### src/rtl/level_meter_pkg.sv
// Shared types and constants for the level meter calibration/percent path.
package level_meter_pkg;

  typedef enum logic [1:0] {
    ST_IDLE = 2'd0,
    ST_PREP = 2'd1,
    ST_DIV  = 2'd2,
    ST_DONE = 2'd3
  } ctrl_state_e;

  localparam int PCT_MAX = 100;
  localparam int PCT_W   = 7;

  // (operand - L) * 100 needs DATA_W + 7 bits; one quotient bit per cycle.
  function automatic int DIV_STEPS(input int data_w);
    return data_w + 7;
  endfunction

endpackage

### src/rtl/seq_divider.sv
// Restoring unsigned divider, one quotient bit per cycle, NUM_W cycles from start.
module seq_divider #(
  parameter int NUM_W = 19,
  parameter int DEN_W = 12
) (
  input  logic             clk_100MHz,
  input  logic             reset,
  input  logic             start_i,
  input  logic [NUM_W-1:0] num_i,
  input  logic [DEN_W-1:0] den_i,
  output logic             done_o,
  output logic [NUM_W-1:0] quot_o
);

  localparam int CNT_W = $clog2(NUM_W + 1);

  logic [DEN_W-1:0] rem_q;
  logic [DEN_W-1:0] den_q;
  logic [NUM_W-1:0] quot_q;
  logic [CNT_W-1:0] cnt_q;
  logic             done_q;

  logic [DEN_W-1:0] src_rem;
  logic [NUM_W-1:0] src_quot;
  logic [DEN_W-1:0] src_den;
  logic [DEN_W:0]   trial;
  logic [DEN_W:0]   trial_sub;
  logic             fits;
  logic [DEN_W-1:0] rem_d;
  logic [NUM_W-1:0] quot_d;

  // The start cycle performs the first step on the fresh operands, so the
  // final quotient bit lands NUM_W-1 edges after start.
  always_comb begin
    src_rem   = start_i ? '0 : rem_q;
    src_quot  = start_i ? num_i : quot_q;
    src_den   = start_i ? den_i : den_q;
    trial     = {src_rem, src_quot[NUM_W-1]};
    trial_sub = trial - {1'b0, src_den};
    fits      = (trial >= {1'b0, src_den});
    rem_d     = fits ? trial_sub[DEN_W-1:0] : trial[DEN_W-1:0];
    quot_d    = {src_quot[NUM_W-2:0], fits};
  end

  always_ff @(posedge clk_100MHz or posedge reset) begin
    if (reset) begin
      rem_q  <= '0;
      den_q  <= '0;
      quot_q <= '0;
      cnt_q  <= '0;
      done_q <= 1'b0;
    end else begin
      done_q <= 1'b0;
      if (start_i) begin
        rem_q  <= rem_d;
        quot_q <= quot_d;
        den_q  <= den_i;
        cnt_q  <= CNT_W'(NUM_W - 1);
        done_q <= (NUM_W == 1);
      end else if (cnt_q != '0) begin
        rem_q  <= rem_d;
        quot_q <= quot_d;
        cnt_q  <= cnt_q - CNT_W'(1);
        done_q <= (cnt_q == CNT_W'(1));
      end
    end
  end

  assign done_o = done_q;
  assign quot_o = quot_q;

endmodule

### src/rtl/level_calib_ctrl.sv
// Stores high/low calibration points from button events and converts each
// level sample into a 0..100 percent fill level.
module level_calib_ctrl
  import level_meter_pkg::*;
#(
  parameter int DATA_W    = 12,
  parameter int DEFAULT_H = 4095,
  parameter int DEFAULT_L = 0
) (
  input  logic              clk_100MHz,
  input  logic              reset,
  input  logic [DATA_W-1:0] sample,
  input  logic              sample_valid,
  input  logic              reset_button_in,
  input  logic              saveH_in,
  input  logic              saveL_in,
  output logic [DATA_W-1:0] level_high,
  output logic [DATA_W-1:0] level_low,
  output logic [PCT_W-1:0]  percent,
  output logic              percent_valid,
  output logic              calib_error,
  output logic              busy,
  output logic [1:0]        dbg_state
);

  localparam int NUM_W = DIV_STEPS(DATA_W);
  localparam logic [DATA_W-1:0] DEF_H = DATA_W'(DEFAULT_H);
  localparam logic [DATA_W-1:0] DEF_L = DATA_W'(DEFAULT_L);

  // Handshake: sample_valid is a one-cycle strobe with no back-pressure; a
  // strobe that arrives while busy is dropped (only last_sample sees it), and
  // percent_valid is a one-cycle strobe with percent stable until the next one.

  logic [DATA_W-1:0] last_sample_q;
  logic              prev_rst_q, prev_h_q, prev_l_q;
  logic [DATA_W-1:0] level_high_q, level_low_q;
  logic              calib_error_q;
  logic              evt_rst, evt_h, evt_l;

  assign evt_rst = reset_button_in & ~prev_rst_q;
  assign evt_h   = saveH_in & ~prev_h_q;
  assign evt_l   = saveL_in & ~prev_l_q;

  always_ff @(posedge clk_100MHz or posedge reset) begin
    if (reset) begin
      last_sample_q <= '0;
      prev_rst_q    <= 1'b0;
      prev_h_q      <= 1'b0;
      prev_l_q      <= 1'b0;
      level_high_q  <= DEF_H;
      level_low_q   <= DEF_L;
      calib_error_q <= 1'b0;
    end else begin
      prev_rst_q <= reset_button_in;
      prev_h_q   <= saveH_in;
      prev_l_q   <= saveL_in;
      if (sample_valid) last_sample_q <= sample;
      if (evt_rst) begin
        level_high_q <= DEF_H;
        level_low_q  <= DEF_L;
      end else begin
        if (evt_h) level_high_q <= last_sample_q;
        if (evt_l) level_low_q  <= last_sample_q;
      end
      calib_error_q <= (level_high_q <= level_low_q);
    end
  end

  ctrl_state_e       state_q;
  logic [DATA_W-1:0] operand_q, snap_h_q, snap_l_q;
  logic [PCT_W-1:0]  result_q, percent_q;
  logic              percent_valid_q, busy_q;

  logic              snap_err, below, above, clamp;
  logic [PCT_W-1:0]  clamp_val;
  logic [DATA_W-1:0] span_diff, div_den;
  logic [NUM_W-1:0]  div_num, div_quot;
  logic              div_start, div_done;
  logic              unused_quot_hi;

  always_comb begin
    snap_err  = (snap_h_q <= snap_l_q);
    below     = (operand_q <= snap_l_q);
    above     = (operand_q >= snap_h_q);
    clamp     = snap_err | below | above;
    clamp_val = (snap_err | below) ? '0 : PCT_W'(PCT_MAX);
    span_diff = operand_q - snap_l_q;
    div_num   = NUM_W'(span_diff) * NUM_W'(PCT_MAX);
    div_den   = snap_h_q - snap_l_q;
    div_start = (state_q == ST_PREP) && !clamp;
  end

  seq_divider #(
    .NUM_W (NUM_W),
    .DEN_W (DATA_W)
  ) u_div (
    .clk_100MHz (clk_100MHz),
    .reset      (reset),
    .start_i    (div_start),
    .num_i      (div_num),
    .den_i      (div_den),
    .done_o     (div_done),
    .quot_o     (div_quot)
  );

  // Quotient is always < PCT_MAX, so the upper bits are zero by construction.
  assign unused_quot_hi = ^div_quot[NUM_W-1:PCT_W];

  always_ff @(posedge clk_100MHz or posedge reset) begin
    if (reset) begin
      state_q         <= ST_IDLE;
      operand_q       <= '0;
      snap_h_q        <= '0;
      snap_l_q        <= '0;
      result_q        <= '0;
      percent_q       <= '0;
      percent_valid_q <= 1'b0;
      busy_q          <= 1'b0;
    end else begin
      percent_valid_q <= 1'b0;
      case (state_q)
        ST_IDLE: begin
          if (sample_valid) begin
            operand_q <= sample;
            snap_h_q  <= level_high_q;
            snap_l_q  <= level_low_q;
            busy_q    <= 1'b1;
            state_q   <= ST_PREP;
          end
        end
        ST_PREP: begin
          if (clamp) begin
            result_q <= clamp_val;
            state_q  <= ST_DONE;
          end else begin
            state_q <= ST_DIV;
          end
        end
        ST_DIV: begin
          if (div_done) begin
            result_q <= div_quot[PCT_W-1:0];
            state_q  <= ST_DONE;
          end
        end
        ST_DONE: begin
          percent_q       <= result_q;
          percent_valid_q <= 1'b1;
          busy_q          <= 1'b0;
          state_q         <= ST_IDLE;
        end
        default: state_q <= ST_IDLE;
      endcase
    end
  end

  assign level_high    = level_high_q;
  assign level_low     = level_low_q;
  assign calib_error   = calib_error_q;
  assign percent       = percent_q;
  assign percent_valid = percent_valid_q;
  assign busy          = busy_q;
  assign dbg_state     = state_q;

endmodule

### config.mk
export PLATFORM = sky130hd
export DESIGN_NAME = level_calib_ctrl
export DESIGN_NICKNAME = d
export VERILOG_FILES = /design/src/rtl/level_meter_pkg.sv /design/src/rtl/seq_divider.sv /design/src/rtl/level_calib_ctrl.sv
export SDC_FILE = /design/constraint.sdc
export NUM_CORES = 1
export LEC_CHECK = 0
export ABC_AREA = 1
export ABC_CLOCK_PERIOD_IN_PS = 11600
export CORE_ASPECT_RATIO = 1.4
export CORE_MARGIN = 3
export CORE_UTILIZATION = 52
export DETAILED_ROUTE_END_ITERATION = 8
export GPL_ROUTABILITY_DRIVEN = 0
export PLACE_DENSITY = 0.68
export SLEW_MARGIN = 5
export SYNTH_ARGS = -nofsm -noshare
export SYNTH_HDL_FRONTEND = slang
export SYNTH_SLANG_ARGS = --single-unit
### constraint.sdc
create_clock -name clk_100MHz -period 11.6 [get_ports clk_100MHz]
set_input_delay 2.32 -clock clk_100MHz [delete_from_list [all_inputs] [get_ports clk_100MHz]]
set_output_delay 2.32 -clock clk_100MHz [all_outputs]
set_load 0.02 [all_outputs]
; Yosys cells after proc, flatten, opt, wreduce, memory -nomap -nowiden
; Index checks and enable logic that the tools add are counted.
[op_classes]
bitwise_logic = 8
muxes = 27
n_mul = 1
n_addsub = 4
eq_ne = 7
n_reduce_logical = 13
magnitude_cmp = 5
[ops]
columns = cell, n
row1 = two-way mux 12 bit, 9
row2 = two-way mux 19 bit, 3
row3 = less-or-equal comparator 12 bit, 3
row4 = subtractor 12 bit, 3
row5 = two-way mux 7 bit, 3
row6 = multiplier 12 x 5 -> 17 bit (second input constant), 1
row7 = case mux 7 bit (2 select lines), 1
row8 = >= comparator 13 x 12 -> 1 bit, 1
row9 = >= comparator 12 bit, 1
row10 = two-way mux 5 bit, 2
row11 = nonzero test 2 bit, 5
row12 = case mux 2 bit (4 select lines), 1
row13 = AND reduction 2 bit, 3
row14 = equality test 5 x 1 -> 1 bit (second input constant), 1
row15 = two-way mux 1 bit, 5
row16 = nonzero test 5 bit, 1
row17 = subtractor 5 x 1 -> 5 bit (second input constant), 1
row18 = equality test 2 bit (second input constant), 2
row19 = two-way mux 2 bit, 2
row20 = inequality test 2 bit (second input constant), 2
row21 = bitwise AND 1 bit, 3
row22 = NOT 1 bit, 3
row23 = AND reduction 3 bit, 1
row24 = equality test 2 x 1 -> 1 bit (second input constant), 1
row25 = 6 further kinds, 7
[word_totals]
reg_bits = 143
out_inout_bits = 36
inputBits = 18
word_cells = 85

; Logic depth before layout (Yosys ltp)
; Gate-level depths: netlist (run 1).
[logic_depth]
depth_word = 10
mapped_depth = 35
depth_no_buf = 34

; Cells and area by module
; From an unflattened synthesis (run 1), not the netlist that was laid out.
[hier_totals]
cells_unflattened = 1251
area_unflattened_um2 = 9678.0
[by_module_without_submodules]
columns = module, area_each_um2, seq_area_each_um2, cells_each, instances
row1 = level_calib_ctrl, 6602.6, 2367.3, 824, 1
row2 = seq_divider, 3075.4, 1226.2, 427, 1

; Least setup slack after synthesis (run 1)
; Ideal clock, no wire load.
[synth_path]
path_type = flip-flop to flip-flop
from = register operand_q[0]
to = register u_div.rem_q[10]
path_buffers = 0
t_required_ns = 11.483
arrival_ns = 5.384
synth_period_minus_slack_ns = 5.502
path_stages_with_launch = 35
setup_time_ns = 0.117
path_slack_ns = 6.098
cell_sequence = dfrtp_1 > inv_1 > ha_1 > inv_1 > fa_1 > nand3_1 > nand3_2 > a21oi_1 > xor2_1 > inv_1 > ha_1 > ha_1 > inv_1 > fa_1 > inv_1 > ha_1 > nand2_1 > o21ai_0 > nand2_1 > nand3_1 > nand2_1 > nand2_1 > nand3_1 > nand2_1 > inv_1 > ha_1 > fa_1 > o21ai_0 > nand2_1 > nand3_1 > a21boi_0 > xor2_1 > nand2_1 > nand3_1 > nand2_1
[synth_between]
elab_chain_len = 10
word_cells_on_any_way = 17
classes_between = add/sub: 2 / mul: 1 / order compare: 3 / mux: 6 / bitwise: 2 / reduce/logical: 3
[synth_lines]
columns = element, line
row1 = start: declaration, level_calib_ctrl.sv:70  ; logic [DATA_W-1:0] operand_q, snap_h_q, snap_l_q;
row2 = start signal: assignment, level_calib_ctrl.sv:124  ; operand_q <= sample;
row3 = branches (longest 10 deep; another with multiplier 12 x 5 -> 17 bit), --
row4 = end signal: assignment, seq_divider.sv:55  ; rem_q <= rem_d;
row5 = end signal: assignment, seq_divider.sv:61  ; rem_q <= rem_d;
row6 = end: declaration, seq_divider.sv:17  ; logic [DEN_W-1:0] rem_q;
; Several ways; the timed one is not identified. The select of a mux whose other input is x is not followed.
; A chain may end at the register's enable or synchronous reset.

; Worst setup path in the final report (run 1)
; Ends and elaborated chain as after synthesis.

==> flow_metrics.tcl, run 1 <==
set metrics [dict create \
    drt_iter0_drc 455 \
    cp-end-kind "register" \
    synth_area_leader_cell "dfrtp_1" \
    ys.flop_type "dfrtp_1" \
    clk_latency_ns 0.42 \
    grt_use_met2 0.407 \
    period_share 0.532 \
    status "complete, no violations" \
    synth_top_area_frac 0.345 \
    io_buffers 53 \
    hold_depth 2 \
    min_path_type "register to register" \
    cp.arrival_ns 6.49 \
    slew_violations 0 \
    crit_path_max_fanout 5 \
    avgRoutedWirePerCell_um 14.4 \
    htree_levels 4 \
    reg2regPathDepth 34 \
    initial_core_util 0.539 \
    grt_pass1_wl_um 36600 \
    hpwl_um 16300 \
    grt_pass1_vias 7941 \
    drcViolationCount 0 \
    post_cts_resized 0 \
    hold_end "u_div.den_q[7]" \
    grt_use_total 0.224 \
    synth_edf_count 0 \
    synthArstFlopShare 1.00 \
    fillerInstances 1606 \
    post_cts_buffers 0 \
    hold_violations 0 \
    fin_setup_tns_ns 0 \
    avgSynthCellArea_um2 8.01 \
    die_h_um 166 \
    multiInputGateArea_um2 4900 \
    max_freq_mhz 162 \
    synth.distinct_cells 47 \
    postSynthCellCount 1185 \
    synth-warning-count 0 \
    num_rows 57 \
    coreArea_um2 17600 \
    relSlewSlack 0.318 \
    r2r_slack_ns 5.42 \
    setup_slack_ns 5.42 \
    worst_pin_slew_ns 1.02 \
    ys_seq_area_frac 0.378 \
    final_antenna_net_count 0 \
    fin_worst_skew_ns 0.00763 \
    antenna_found_initial 0 \
    die_w_um 120 \
    routed_wl_um 21200 \
    ys_ff_latch 143 \
    worstSetupPathType "register to register" \
    dieArea_um2 19900 \
    setup_viol 0 \
    grt_max_degree 76 \
    mostFrequentLayoutCell "nand2_1" \
    numCtsBuffers 17 \
    startpoint_type "register" \
    num_antenna_cells 0 \
    syn2layout_area_growth_pct 13.5 \
    syn_nets 1320 \
    register_area_um2 3590 \
    r2r-start "operand_q[0]" \
    critPathSlowestCell "fa_1" \
    overflow 0 \
    vias 7647 \
    crit_top_cell "nand2_1" \
    grt_setup_unrepaired "false" \
    clk_path_buf_depth 2 \
    critical_path_required_ns 11.91 \
    r2r_end "u_div.rem_q[10]" \
    top_usage_layer "met2" \
    period_minus_slack_ns 6.18 \
    drive_gt1_frac 0.0685 \
    use_met3 0.0303 \
    pin_count 54 \
    final_cell_mix "nand2_1 (262), inv_1 (205), dfrtp_1 (131), ha_1 (107), o21ai_0 (106)" \
    path_clk_slew_ns 0.06 \
    maxCapViolCount 0 \
    drt-pass1-iter-count 5 \
    clock-sinks 143 \
    cts_tree "yes" \
    hold_buffers 0 \
    pre_cts_ws_ns 5.53 \
    cpPeakStageDelay_ns 0.52 \
    min-delay-start "u_div.den_q[7]" \
    utilization 0.612 \
    use_met1 0.259 \
    synth_area_um2 9500 \
    synth.area.top_cells "dfrtp_1 (35%), ha_1 (14%), nand2_1 (10%)" \
    cts_root_buf "clkbuf_16" \
    finalNetCount 1362 \
    viasPerCell 5.18 \
]
sequential cells by signal (all words and copies together), names as in the netlist, 2 cells and up:
register and cells:
u_div.quot_o 19, last_sample_q 12, level_high 12, level_low 12
operand_q 12, snap_h_q 12, snap_l_q 12, u_div.den_q 12
u_div.rem_q 12, percent 7, result_q 7, u_div.cnt_q 5
dbg_state 2
per-stage QoR:
step,std cells,hold slack (ns),instance area (µm²)
floorplan,1185,0.449,9500
global placement,1444,0.464,10200
detailed placement,1444,0.467,10200
CTS,1476,0.487,10800
global route,1476,0.498,10800
finish,1476,0.483,10800
worst max-delay path: cells and delay by family, from the launching register on:
kind | cells | cell delay, ns
buf+inv | 6 | 0.42
fa+ha+maj | 8 | 2.63
compound gates | 4 | 0.99
simple gates | 14 | 1.23
flops | 1 | 0.35
xor+xnor | 2 | 0.45
kinds of logic (layout without fill, tap and decap cells):
group,Yosys count,in the layout,synth area share
mux,4,4,0.00422
fa+ha+maj,117,117,0.162
xor+xnor,45,45,0.0415
compound gates,232,232,0.136
simple gates,390,390,0.173
buf+inv,254,309,0.106
flops,143,143,0.378
worst max-delay path by stage:
stage                            start               to  slack [ns]  cells after the start
final                     operand_q[0]  u_div.rem_q[10]        5.42                     34
after global routing      operand_q[0]  u_div.rem_q[10]        4.94                     34
after CTS                 operand_q[0]  u_div.rem_q[10]        5.42                     34
after detailed placement  operand_q[0]  u_div.rem_q[10]        5.53                     34
after global placement    operand_q[0]  u_div.rem_q[10]        5.67                     34
after floorplan                  reset             busy        5.46                      1
synthesized netlist by cell type (4+ instances only):
cell type and number:
o21ai_0 107, o22ai_1 13, or2_1 4, nor2_1 39, xnor2_1 8, buf_2 8
nand2_1 262, fa_1 10, ha_1 107, a21oi_1 42, dfstp_2 12, o21ai_1 32
o21bai_1 4, inv_1 206, nand4_1 12, xor2_1 37, inv_2 12, clkbuf_1 17
mux2i_1 4, a31oi_1 4, a21o_1 5, o21ai_2 12, nand3_1 58, dfrtp_1 131
buf_6 4
metal layers:
layer,share of wire,vias up
li1,-,3895
met1,0.41,3569
met2,0.52,138
met3,0.028,45
met4,0.039,0
met5,0,-
layout make-up:
type                            count  share of cell area
Timing Repair Buffer               57              0.0520
Tap cell                          236              0.0274
Sequential cell                   143               0.333
Clock buffer                       18              0.0408
Clock inverter                     14              0.0144
Multi-Input combinational cell    788               0.455
Inverter                          220              0.0773
Power of run 1 is left out: the tool's default activity adds up to more than one toggle a clock period on the data nets, which glitch-free logic cannot reach.
==> inputs of run 2 (changes only) <==
ABC_CLOCK_PERIOD_IN_PS = 6300   (was 11600)
clock period = 6.3 ns   (was 11.6 ns; I/O delays follow)
==> run 2 against run 1 <==
Count of clock-buffer cells in the layout increased by 2; die area unchanged; routed wire length rose by 1.5%; cell area grew 0.29%; critical path type unchanged; largest cell class unchanged.
==> flow_metrics.tcl, run 2 (synthesis results as in run 1) <==
set metrics [dict create \
    status "complete, no violations" \
    r2r-start "operand_q[0]" \
    post_cts_buffers 0 \
    drt_iter0_drc 446 \
    grt_pass1_wl_um 36800 \
    clock-sinks 143 \
    finalNetCount 1364 \
    path_clk_slew_ns 0.06 \
    grt_use_total 0.227 \
    antenna_found_initial 0 \
    critical_path_required_ns 6.61 \
    worstSetupPathType "register to register" \
    clk_latency_ns 0.43 \
    cts_tree "yes" \
    final_cell_mix "nand2_1 (262), inv_1 (205), dfrtp_1 (131), ha_1 (107), o21ai_0 (104)" \
    num_rows 57 \
    io_buffers 53 \
    drt-pass1-iter-count 5 \
    critPathSlowestCell "fa_1" \
    largest_reg_flops 19 \
    min_path_type "register to register" \
    cts_root_buf "clkbuf_16" \
    pre_cts_ws_ns 0.234 \
    startpoint_type "register" \
    crit_top_cell "nand2_1" \
    holdWs_ns 0.481 \
    reg2regPathDepth 34 \
    r2r_end "u_div.rem_q[10]" \
    crit_path_max_fanout 5 \
    pin_count 54 \
    hold_depth 2 \
    grt_pass1_vias 7869 \
    max_freq_mhz 172 \
    htree_levels 4 \
    wl_met2_um 11400 \
    hpwl_um 16600 \
    cp.arrival_ns 6.12 \
    startpoint "operand_q[0]" \
    mostFrequentLayoutCell "nand2_1" \
    overflow 0 \
    r2r_slack_ns 0.49 \
    cp-end-kind "register" \
    worst_pin_slew_ns 1.01 \
    die_h_um 166 \
    slew_violations 0 \
    clk_path_buf_depth 2 \
    die_w_um 120 \
    dieArea_um2 19900 \
    utilization 0.614 \
    top_layer_used "met4" \
    relSlewSlack 0.322 \
    cpPeakStageDelay_ns 0.53 \
    drive_gt1_frac 0.0725 \
    drcViolationCount 0 \
    final_cells 1478 \
    num_antenna_cells 0 \
    routed-wl-met3_um 645 \
    post_cts_resized 0 \
    maxCapViolCount 0 \
    fin_worst_skew_ns 0.00909 \
    grt_max_degree 102 \
    hold_buffers 0 \
    setup_viol 0 \
    viasPerCell 5.17 \
    numCtsBuffers 17 \
    final_antenna_net_count 0 \
    syn2layout_area_growth_pct 13.8 \
    wl_met1_um 8820 \
    routed_wl_um 21600 \
    period_share 0.922 \
    initial_core_util 0.539 \
    hold_violations 0 \
    placed_cells 1446 \
    vias 7639 \
    coreArea_um2 17600 \
    period_minus_slack_ns 5.81 \
    hold_end "percent[2]" \
    avgRoutedWirePerCell_um 14.6 \
    min-delay-start "percent[2]" \
    setup_slack_ns 0.493 \
]
-- run 2: metal layers --
layer  vias to the layer above  GRT usage
li1                       3894          -
met3                        47     0.0348
met5                         -          0
met1                      3554      0.264
met4                         0     0.0986
met2                       144      0.410
-- run 2: worst max-delay path: cells and delay by family, from the launching register on --
| family | cells | cell delay, ns |
|---|---|---|
| adder cells (fa/ha/maj) | 8 | 2.65 |
| AND/OR/NAND/NOR | 14 | 1.19 |
| AO/OA/AOI/OAI | 4 | 0.73 |
| flip-flops | 1 | 0.36 |
| XOR/XNOR | 2 | 0.35 |
| buffers and inverters | 6 | 0.42 |
-- run 2: through the flow --
step	TNS, ns	area, µm²
2_1_floorplan	0	9500
3_3_place_gp	0	10200
3_5_place_dp	0	10200
4_1_cts	0	10800
5_1_grt	-0.00481	10800
6_report	0	10800
-- run 2: cell type report --
class / count / area, µm²
clock buffers: 20 / 467
clock inverters: 12 / 121
fillers: 1576 / 6810
inverters: 220 / 833
multi-input cells: 788 / 4920
flip-flops and latches: 143 / 3590
well taps: 236 / 295
repair buffers: 59 / 576
-- run 2: worst max-delay path by stage --
stage                     depth (start not counted)  slack (ns)         endpoint
final                                            34        0.49  u_div.rem_q[10]
after global routing                             34      -0.005   u_div.rem_q[2]
after CTS                                        34        0.18   u_div.rem_q[2]
after detailed placement                         34        0.23  u_div.rem_q[10]
after global placement                           34        0.43  u_div.rem_q[10]
after floorplan                                  34        0.80  u_div.rem_q[10]
Power of run 2 is left out for the same reason.
